**src/rtl/uart_pkg.sv**
```systemverilog
// Shared types and helpers for the UART transmit path (and a future receiver).
package uart_pkg;

    typedef enum logic [1:0] {
        NONE = 2'd0,
        EVEN = 2'd1,
        ODD  = 2'd2
    } parity_e;

    typedef enum logic [2:0] {
        ST_IDLE,
        ST_START,
        ST_DATA,
        ST_PARITY,
        ST_STOP
    } tx_state_e;

    // Clock cycles occupied by one complete frame on the line.
    function automatic int frame_clks(input int data_bits, input int clks_per_bit,
                                      input int parity, input int stop_bits);
        return (1 + data_bits + ((parity != 0) ? 1 : 0) + stop_bits) * clks_per_bit;
    endfunction

endpackage

```
**src/rtl/uart_sync_fifo.sv**
```systemverilog
// Single-clock FIFO with registered occupancy; full/empty come straight from the count.
module uart_sync_fifo #(
    parameter int WIDTH = 8,
    parameter int DEPTH = 4
) (
    input  logic             clk,
    input  logic             reset,
    input  logic             push,
    input  logic             pop,
    input  logic [WIDTH-1:0] wdata,
    output logic [WIDTH-1:0] rdata,
    output logic             full,
    output logic             empty
);

    localparam int PTR_W = $clog2(DEPTH);
    localparam int CNT_W = PTR_W + 1;
    localparam logic [CNT_W-1:0] DEPTH_CNT = CNT_W'(DEPTH);

    logic [WIDTH-1:0] mem [DEPTH];
    logic [PTR_W-1:0] wr_ptr;
    logic [PTR_W-1:0] rd_ptr;
    logic [CNT_W-1:0] count;
    logic             do_push;
    logic             do_pop;

    // Full is judged on the pre-edge count, so a push while full is dropped even if a pop happens.
    assign do_push = push && !full;
    assign do_pop  = pop && !empty;
    assign full    = (count == DEPTH_CNT);
    assign empty   = (count == '0);
    assign rdata   = mem[rd_ptr];

    always_ff @(posedge clk or posedge reset) begin
        if (reset) begin
            wr_ptr <= '0;
            rd_ptr <= '0;
            count  <= '0;
        end else begin
            if (do_push) begin
                wr_ptr <= wr_ptr + 1'b1;
            end
            if (do_pop) begin
                rd_ptr <= rd_ptr + 1'b1;
            end
            case ({do_push, do_pop})
                2'b10:   count <= count + 1'b1;
                2'b01:   count <= count - 1'b1;
                default: count <= count;
            endcase
        end
    end

    always_ff @(posedge clk) begin
        if (do_push) begin
            mem[wr_ptr] <= wdata;
        end
    end

endmodule

```
**src/rtl/uart_tx_fifo.sv**
```systemverilog
// Buffered UART transmitter: words queue in a small FIFO and go out as back-to-back frames.
module uart_tx_fifo
    import uart_pkg::*;
#(
    parameter int DATA_BITS    = 8,
    parameter int CLKS_PER_BIT = 16,
    parameter int PARITY       = 0,
    parameter int STOP_BITS    = 1,
    parameter int FIFO_DEPTH   = 4
) (
    input  logic                 clk,
    input  logic                 reset,
    input  logic                 start,
    input  logic [DATA_BITS-1:0] data,
    output logic                 tx_busy,
    output logic                 tx_done,
    output logic                 tx,
    output logic                 fifo_full,
    output logic                 overflow
);

    localparam int CNT_W = $clog2((DATA_BITS > STOP_BITS) ? DATA_BITS : STOP_BITS);
    localparam int TMR_W = $clog2(CLKS_PER_BIT);
    localparam logic [TMR_W-1:0] TMR_LAST  = TMR_W'(CLKS_PER_BIT - 1);
    localparam logic [CNT_W-1:0] DATA_LAST = CNT_W'(DATA_BITS - 1);
    localparam logic [CNT_W-1:0] STOP_LAST = CNT_W'(STOP_BITS - 1);
    localparam bit HAS_PARITY = (PARITY != int'(NONE));
    localparam bit ODD_PARITY = (PARITY == int'(ODD));

    if (DATA_BITS < 5 || DATA_BITS > 9) begin : g_bad_data_bits
        $error("uart_tx_fifo: DATA_BITS must be 5..9");
    end
    if (CLKS_PER_BIT < 2) begin : g_bad_clks_per_bit
        $error("uart_tx_fifo: CLKS_PER_BIT must be at least 2");
    end
    if (PARITY < 0 || PARITY > 2) begin : g_bad_parity
        $error("uart_tx_fifo: PARITY must be 0, 1 or 2");
    end
    if (STOP_BITS < 1 || STOP_BITS > 2) begin : g_bad_stop_bits
        $error("uart_tx_fifo: STOP_BITS must be 1 or 2");
    end
    if (FIFO_DEPTH < 2 || (FIFO_DEPTH & (FIFO_DEPTH - 1)) != 0) begin : g_bad_depth
        $error("uart_tx_fifo: FIFO_DEPTH must be a power of two, at least 2");
    end

    tx_state_e            state;
    tx_state_e            state_next;
    logic [TMR_W-1:0]     timer;
    logic [TMR_W-1:0]     timer_next;
    logic [CNT_W-1:0]     bit_cnt;
    logic [CNT_W-1:0]     bit_cnt_next;
    logic [DATA_BITS-1:0] shift_reg;
    logic [DATA_BITS-1:0] shift_next;
    logic                 parity_bit;
    logic                 parity_next;
    logic                 tx_next;
    logic                 done_next;
    logic                 bit_end;
    logic                 fifo_pop;
    logic                 fifo_empty;
    logic [DATA_BITS-1:0] fifo_rdata;

    uart_sync_fifo #(
        .WIDTH (DATA_BITS),
        .DEPTH (FIFO_DEPTH)
    ) u_fifo (
        .clk   (clk),
        .reset (reset),
        .push  (start),
        .pop   (fifo_pop),
        .wdata (data),
        .rdata (fifo_rdata),
        .full  (fifo_full),
        .empty (fifo_empty)
    );

    assign bit_end = (timer == TMR_LAST);
    assign tx_busy = (state != ST_IDLE);

    // Next-state logic; the line level is derived from the next state so tx can be a register.
    always_comb begin
        state_next   = state;
        timer_next   = timer;
        bit_cnt_next = bit_cnt;
        shift_next   = shift_reg;
        parity_next  = parity_bit;
        fifo_pop     = 1'b0;
        done_next    = 1'b0;

        if (state != ST_IDLE) begin
            timer_next = bit_end ? '0 : timer + 1'b1;
        end

        case (state)
            ST_IDLE: begin
                if (!fifo_empty) begin
                    fifo_pop    = 1'b1;
                    shift_next  = fifo_rdata;
                    parity_next = (^fifo_rdata) ^ ODD_PARITY;
                    timer_next  = '0;
                    state_next  = ST_START;
                end
            end
            ST_START: begin
                if (bit_end) begin
                    bit_cnt_next = '0;
                    state_next   = ST_DATA;
                end
            end
            ST_DATA: begin
                if (bit_end) begin
                    if (bit_cnt == DATA_LAST) begin
                        bit_cnt_next = '0;
                        state_next   = HAS_PARITY ? ST_PARITY : ST_STOP;
                    end else begin
                        bit_cnt_next = bit_cnt + 1'b1;
                        shift_next   = shift_reg >> 1;
                    end
                end
            end
            ST_PARITY: begin
                if (bit_end) begin
                    bit_cnt_next = '0;
                    state_next   = ST_STOP;
                end
            end
            ST_STOP: begin
                if (bit_end) begin
                    if (bit_cnt == STOP_LAST) begin
                        done_next = 1'b1;
                        // Chain straight into the next start bit when more words are waiting.
                        if (!fifo_empty) begin
                            fifo_pop    = 1'b1;
                            shift_next  = fifo_rdata;
                            parity_next = (^fifo_rdata) ^ ODD_PARITY;
                            state_next  = ST_START;
                        end else begin
                            state_next = ST_IDLE;
                        end
                    end else begin
                        bit_cnt_next = bit_cnt + 1'b1;
                    end
                end
            end
            default: begin
                state_next = ST_IDLE;
            end
        endcase

        case (state_next)
            ST_START:  tx_next = 1'b0;
            ST_DATA:   tx_next = shift_next[0];
            ST_PARITY: tx_next = parity_next;
            default:   tx_next = 1'b1;
        endcase
    end

    always_ff @(posedge clk or posedge reset) begin
        if (reset) begin
            state      <= ST_IDLE;
            timer      <= '0;
            bit_cnt    <= '0;
            shift_reg  <= '0;
            parity_bit <= 1'b0;
            tx         <= 1'b1;
            tx_done    <= 1'b0;
            overflow   <= 1'b0;
        end else begin
            state      <= state_next;
            timer      <= timer_next;
            bit_cnt    <= bit_cnt_next;
            shift_reg  <= shift_next;
            parity_bit <= parity_next;
            tx         <= tx_next;
            tx_done    <= done_next;
            overflow   <= start && fifo_full;
        end
    end

endmodule

```
**config.mk**
```make
export PLATFORM = sky130hd
export DESIGN_NAME = uart_tx_fifo
export DESIGN_NICKNAME = d
export VERILOG_FILES = /design/src/rtl/uart_pkg.sv /design/src/rtl/uart_sync_fifo.sv /design/src/rtl/uart_tx_fifo.sv
export SDC_FILE = /design/constraint.sdc
export NUM_CORES = 1
export LEC_CHECK = 0
export ABC_AREA = 1
export BUFFER_PORTS_ARGS = -buffer_cell sky130_fd_sc_hd__clkbuf_2
export CORE_ASPECT_RATIO = 0.6
export CORE_MARGIN = 2
export CORE_UTILIZATION = 40
export CTS_BUF_LIST = sky130_fd_sc_hd__clkbuf_8 sky130_fd_sc_hd__clkbuf_16
export CTS_CLUSTER_DIAMETER = 60
export DETAILED_ROUTE_END_ITERATION = 10
export PLACE_DENSITY_LB_ADDON = 0.12
export SLEW_MARGIN = 20
export SYNTH_ARGS = -nofsm -noshare
export SYNTH_HDL_FRONTEND = slang
export SYNTH_HIERARCHICAL = 1
export SYNTH_SLANG_ARGS = --single-unit
```
**constraint.sdc**
```tcl
create_clock -name clk -period 4.4 [get_ports clk]
set_input_delay 0.88 -clock clk [delete_from_list [all_inputs] [get_ports clk]]
set_output_delay 0.88 -clock clk [all_outputs]
set_load 0.02 [all_outputs]
```
* Yosys cells after proc, flatten, opt, wreduce, memory -nomap -nowiden *
Memory sizes are Yosys's and may differ from the RTL's.
Index checks and enable logic that the tools add are counted.

storage, ports and cells
  bits in writable memories = 32
  bits of input ports = 11
  logic and storage cells = 93
  register bits after elaboration = 29
  output and inout bits = 5
  memories = 1

memory list
  name        words  width  rd ports  clocked after Yosys merged registers in  write ports  line                  RTL
  u_fifo.mem  4      8      1         0                                        1            uart_sync_fifo.sv:20  logic [WIDTH-1:0] mem [DEPTH];

operators by class
  multiplexer cells = 40
  equality and inequality tests = 18
  reductions and logical operators = 16
  $add $sub $neg = 6

operators by type and width
  operator                                                               count
  8-bit two-way mux                                                      5
  3-bit two-way mux                                                      12
  8-bit one-hot mux with 3 select lines                                  1
  4-bit two-way mux                                                      4
  3-bit one-hot mux with 5 select lines                                  1
  3-bit by 2-bit equality test with 1-bit output, second input constant  4
  1-bit two-way mux                                                      12
  2-bit != test, second input constant                                   5
  5-bit AND reduction                                                    2
  3-bit equality test, second input constant                             3
  3-bit zero test                                                        3
  3-bit one-hot mux with 3 select lines                                  1
  3-bit nonzero test                                                     3
  8-bit XOR reduction                                                    1
  3-bit by 1-bit adder with 3-bit output, second input constant          2
  3-bit by 1-bit equality test with 1-bit output, second input constant  2
  3-bit one-hot mux with 2 select lines                                  1
  2-bit by 1-bit adder with 2-bit output, second input constant          2
  4-bit by 1-bit adder with 4-bit output, second input constant          1
  4-bit equality test, second input constant                             1
  1-bit one-hot mux with 2 select lines                                  2
  1-bit logical AND                                                      3
  1-bit one-hot mux with 3 select lines                                  1
  3-bit by 1-bit subtractor with 3-bit output, second input constant     1
  6 further kinds                                                        7

* Depth between registers and ports, before layout *
  depth in word-level cells = 8
  depth in mapped cells = 17
  mapped depth without buffers = 16

* Hierarchy *
Netlist, hierarchy kept.

modules (own cells, without submodules)
  module          seq. area each (um^2)  area each (um^2)  cells each  times used
  uart_sync_fifo  1136.1                 1755.4            155         1
  uart_tx_fifo    551.8                  1435.1            197         1

* Worst setup path after synthesis *
OpenSTA, ideal clock, no wires.

  path kind = register to register
  start = register timer[0]
  end = register u_fifo.count[2]
  data arrival time = 1966 ps
  required time = 4283 ps
  setup time = 117 ps
  cell stages (with the launch flop) = 15
  setup slack = 2317 ps
  cells stage by stage = dfrtp_1 > ha_1 > nand3_4 > inv_4 > nand3_1 > nand2_4 > nand2_1 > inv_1 > ha_1 > inv_1 > fa_1 > nand2_1 > nand3_1 > nand2_1 > nand2_1

between the ends
  cells in the longest elaborated chain, start to end = 6
  elaborated cells on any way between the ends = 8

RTL lines
  item                                                                                          line                  RTL
  start, declared                                                                               uart_tx_fifo.sv:48    logic [TMR_W-1:0] timer;
  start signal, assigned                                                                        uart_tx_fifo.sv:170   timer <= timer_next;
  4-bit equality test *                                                                         uart_tx_fifo.sv:77    assign bit_end = (timer == TMR_LAST);
  1-bit two-way mux *                                                                           uart_tx_fifo.sv:128   if (bit_end) begin
  1-bit one-hot mux with 2 select lines *                                                       uart_tx_fifo.sv:94    case (state)
  named net fifo_pop                                                                            uart_tx_fifo.sv:59    logic fifo_pop;
  1-bit logical AND *                                                                           uart_sync_fifo.sv:29  assign do_pop = pop && !empty;
  named net u_fifo.do_pop                                                                       uart_sync_fifo.sv:25  logic do_pop;
  2-bit by 1-bit equality test with 1-bit output / 2-bit equality test (equally long branches)  uart_sync_fifo.sv:46  case ({do_push, do_pop})
  3-bit one-hot mux with 2 select lines / 2-bit nonzero test (equally long branches)            -
  end signal, assigned                                                                          uart_sync_fifo.sv:47  2'b10: count <= count + 1'b1;
  end signal, assigned                                                                          uart_sync_fifo.sv:48  2'b01: count <= count - 1'b1;
  end signal, assigned                                                                          uart_sync_fifo.sv:49  default: count <= count;
  end, declared                                                                                 uart_sync_fifo.sv:23  logic [CNT_W-1:0] count;

Mark *: on every way through the listed nets, which the timed path passes. The rest lies on a longest branch.
A chain may end at the register's enable or synchronous reset.

* Final worst setup path *
  start = register state[1]
  end = output port tx_busy

between the ends
  cells in the longest elaborated chain, start to end = 1

RTL lines
  item                    line                 RTL
  start, declared         uart_tx_fifo.sv:46   tx_state_e state;
  start signal, assigned  uart_tx_fifo.sv:169  state <= state_next;
  3-bit nonzero test      uart_tx_fifo.sv:78   assign tx_busy = (state != ST_IDLE);
  end, declared           uart_tx_fifo.sv:15   output logic tx_busy,

Every way passes these cells.

==> out/results.tsv <==
metric	value	unit
Worst R2R Start	u_fifo/count[1]	
top-area cell type share of the netlist area	30.1	%
sequential share of the synthesized area	52.9	%
Routed Antenna Nets	0	
IO Count	16	
crit-path max FO	8	
root buffer cell	clkbuf_16	
total CTS buffers	9	
DRC viols	0	
Total GRT Usage	16.1	%
leading area contributor after synthesis	edfxtp_1	
Final Util	47.1	%
Synthesis Warnings	6	
Setup-failing EPs final	0	
clk slew on worst S/H paths	50	ps
Rows	25	
worst reg2reg path depth	12	
first-pass GRT wire length	10.7	mm
RSZ-0062 raised after global routing	no	
Antenna Cells	0	
area of the multi-input gates	1190	um2
Yosys cell types	34	
PwrDens	736	nW/um2
hold_ws	471	ps
flop-to-flop setup slack	2080	ps
Tightest Pin Transition	871	ps
CP Buf/Inv Count	3	
synthesized instance count	352	
synth cell count leaders	99 x nand2_1, 66 x inv_1, 32 x edfxtp_1	
Die W	119	um
max cap viols	0	
vias per cell	4.65	
final hold violations	0	
final WL	6.19	mm
CTS resizes	0	
slowest library cell on the worst path	dfrtp_1	
Nets	394	
clk_lat worst skew	330	ps
initial core utilization	40.8	%
max FFs per register	32	
routed via count	2262	
clock sink count	61	
fin area	3680	um2
synth top area cells	edfxtp_1 30%, dfrtp_1 22%, nand2_1 12%, inv_1 7.8%, o211ai_1 3.8%	
Leak	1.80	nW
core area	7820	um2
Placer Congestion	0.886	
port bufs	15	
hold crit path type	flip-flop to flip-flop	
Tmin final	2390	ps
Crit. path cell count	5	
Critical Path Most Common Cell	nor2_4	
mapped cell area	3190	um2
prevailing post-synth register cell	edfxtp_1	
Routed WL per cell	12.7	um
CTS Hold Buffers Added	0	
critical path endpoint category	output pin	
layout cells sized above 1	13.8	%
maximum number of pins on one net before global-route repair	34	
f_max	419	MHz
asr flop ratio synth	47.5	%
post-CTS setup buffers	0	
grt total ovfl	0	
Mapped Nets	373	
dpl hpwl	4.50	mm
count leader, synth	nand2_1	
crit path kind	flip-flop to output pin	
CP Launch Type	flip-flop	
Clock Tree Buf Depth	2	
Final Power	2.71	mW
initial antenna violation count	0	
die height	73.2	um
family with the most delay on the worst path	flip-flops	
Worst Path Arrival	1510	ps
TNS Setup	0	ps
H-Tree Depth	3	
Die Footprint	8730	um2
Slew Limit Fails	0	
final setup skew	5.20	ps
CTS tree	yes	
DRT iter0 DRCs	182	
Reg area	1690	um2
Critical path origin	state[1]	
Area growth, synth to finish	15.5	%
r2r endpoint	u_fifo/count[1]	
status	finished clean	
worst slew margin relative to its limit	41.9	%
number of synthesized flops with an enable pin	32	
drt first pass iters	4	
Final period util	54.2	%
crit path capture	tx_busy	
fill count	754	
Post-DP Area	3350	um2
flops & latches, synth	61	
Hold Path Depth	1	
CP cell instances	nor2_4, inv_2, nor2_4, inv_1, clkbuf_2	
vias in the first global route	2202	
Synth Area per Inst	9.06	um2
slowest stage delay, CP	430	ps
maximum VDD drop	0.228	mV
worst path required time	3520	ps
[how the worst min path moves through the flow]
stage,start,endpoint,slack (ps)
after detailed placement,u_fifo/count[0],u_fifo/count[0],470
after global routing,shift_reg[0],shift_reg[0],490
after floorplan,u_fifo/count[0],u_fifo/count[0],450
after global placement,shift_reg[0],shift_reg[0],460
final,u_fifo/count[0],u_fifo/count[0],470
after CTS,reset,u_fifo/wr_ptr[0],480
[metrics by stage]
stage	std cells	worst slack (ps)
after CTS	486	2000
after detailed placement	470	2090
after global routing	486	1780
final	486	2010
after global placement	470	2160
after floorplan	352	2320
[where the power goes]
| group | switching, mW | total (mW) | internal (mW) |
|---|---|---|---|
| logic | 0.700 | 1.04 | 0.343 |
| clock network | 0.236 | 0.781 | 0.545 |
| registers | 0.107 | 0.886 | 0.779 |
[per-layer routing]
layer / up-vias / routed length, um / GRT usage (%)
met2: 35 / 2430 / 22.8
met4: 0 / 86 / 5.62
li1: 1171 / - / -
met3: 8 / 307 / 5.47
met5: - / 0 / 0
met1: 1048 / 3360 / 23.0
[placed cells by master, fill, tap and decap left out, types with 3 or more instances in the layout]
| cell type | instances |
|---|---|
| nand3_1 | 18 |
| nor2_4 | 3 |
| ha_1 | 9 |
| inv_2 | 3 |
| bufinv_16 | 3 |
| inv_1 | 68 |
| nand3_2 | 3 |
| clkbuf_2 | 15 |
| nor2_1 | 24 |
| o21ai_0 | 10 |
| o211ai_1 | 16 |
| nand2_2 | 5 |
| edfxtp_1 | 32 |
| nand2_4 | 3 |
| a21oi_1 | 4 |
| dfrtp_1 | 28 |
| nand2_1 | 99 |
| xnor2_1 | 3 |
| clkbuf_16 | 9 |
| a22oi_1 | 5 |
[cell type report]
type                    count  share of cell area [%]
inverters                  70                    7.20
repair buffers             15                    2.04
multi-input cells         216                    32.3
flip-flops and latches     61                    45.8
clock inverters             7                    2.89
well taps                 108                    3.67
clock buffers               9                    6.11
[logic make-up (layout without fill, tap and decap cells)]
| family | count (synthesis) | in the layout | share of synthesized area (%) |
|---|---|---|---|
| and+or+nand+nor | 160 | 160 | 23.1 |
| adders and majority gates | 10 | 10 | 4.16 |
| buffers and inverters | 75 | 101 | 9.84 |
| DFF | 61 | 61 | 52.9 |
| AOI/OAI and AO/OA | 41 | 41 | 8.63 |
| xor gates and xnor gates | 5 | 5 | 1.37 |
Power figures use the tool's default switching activity.
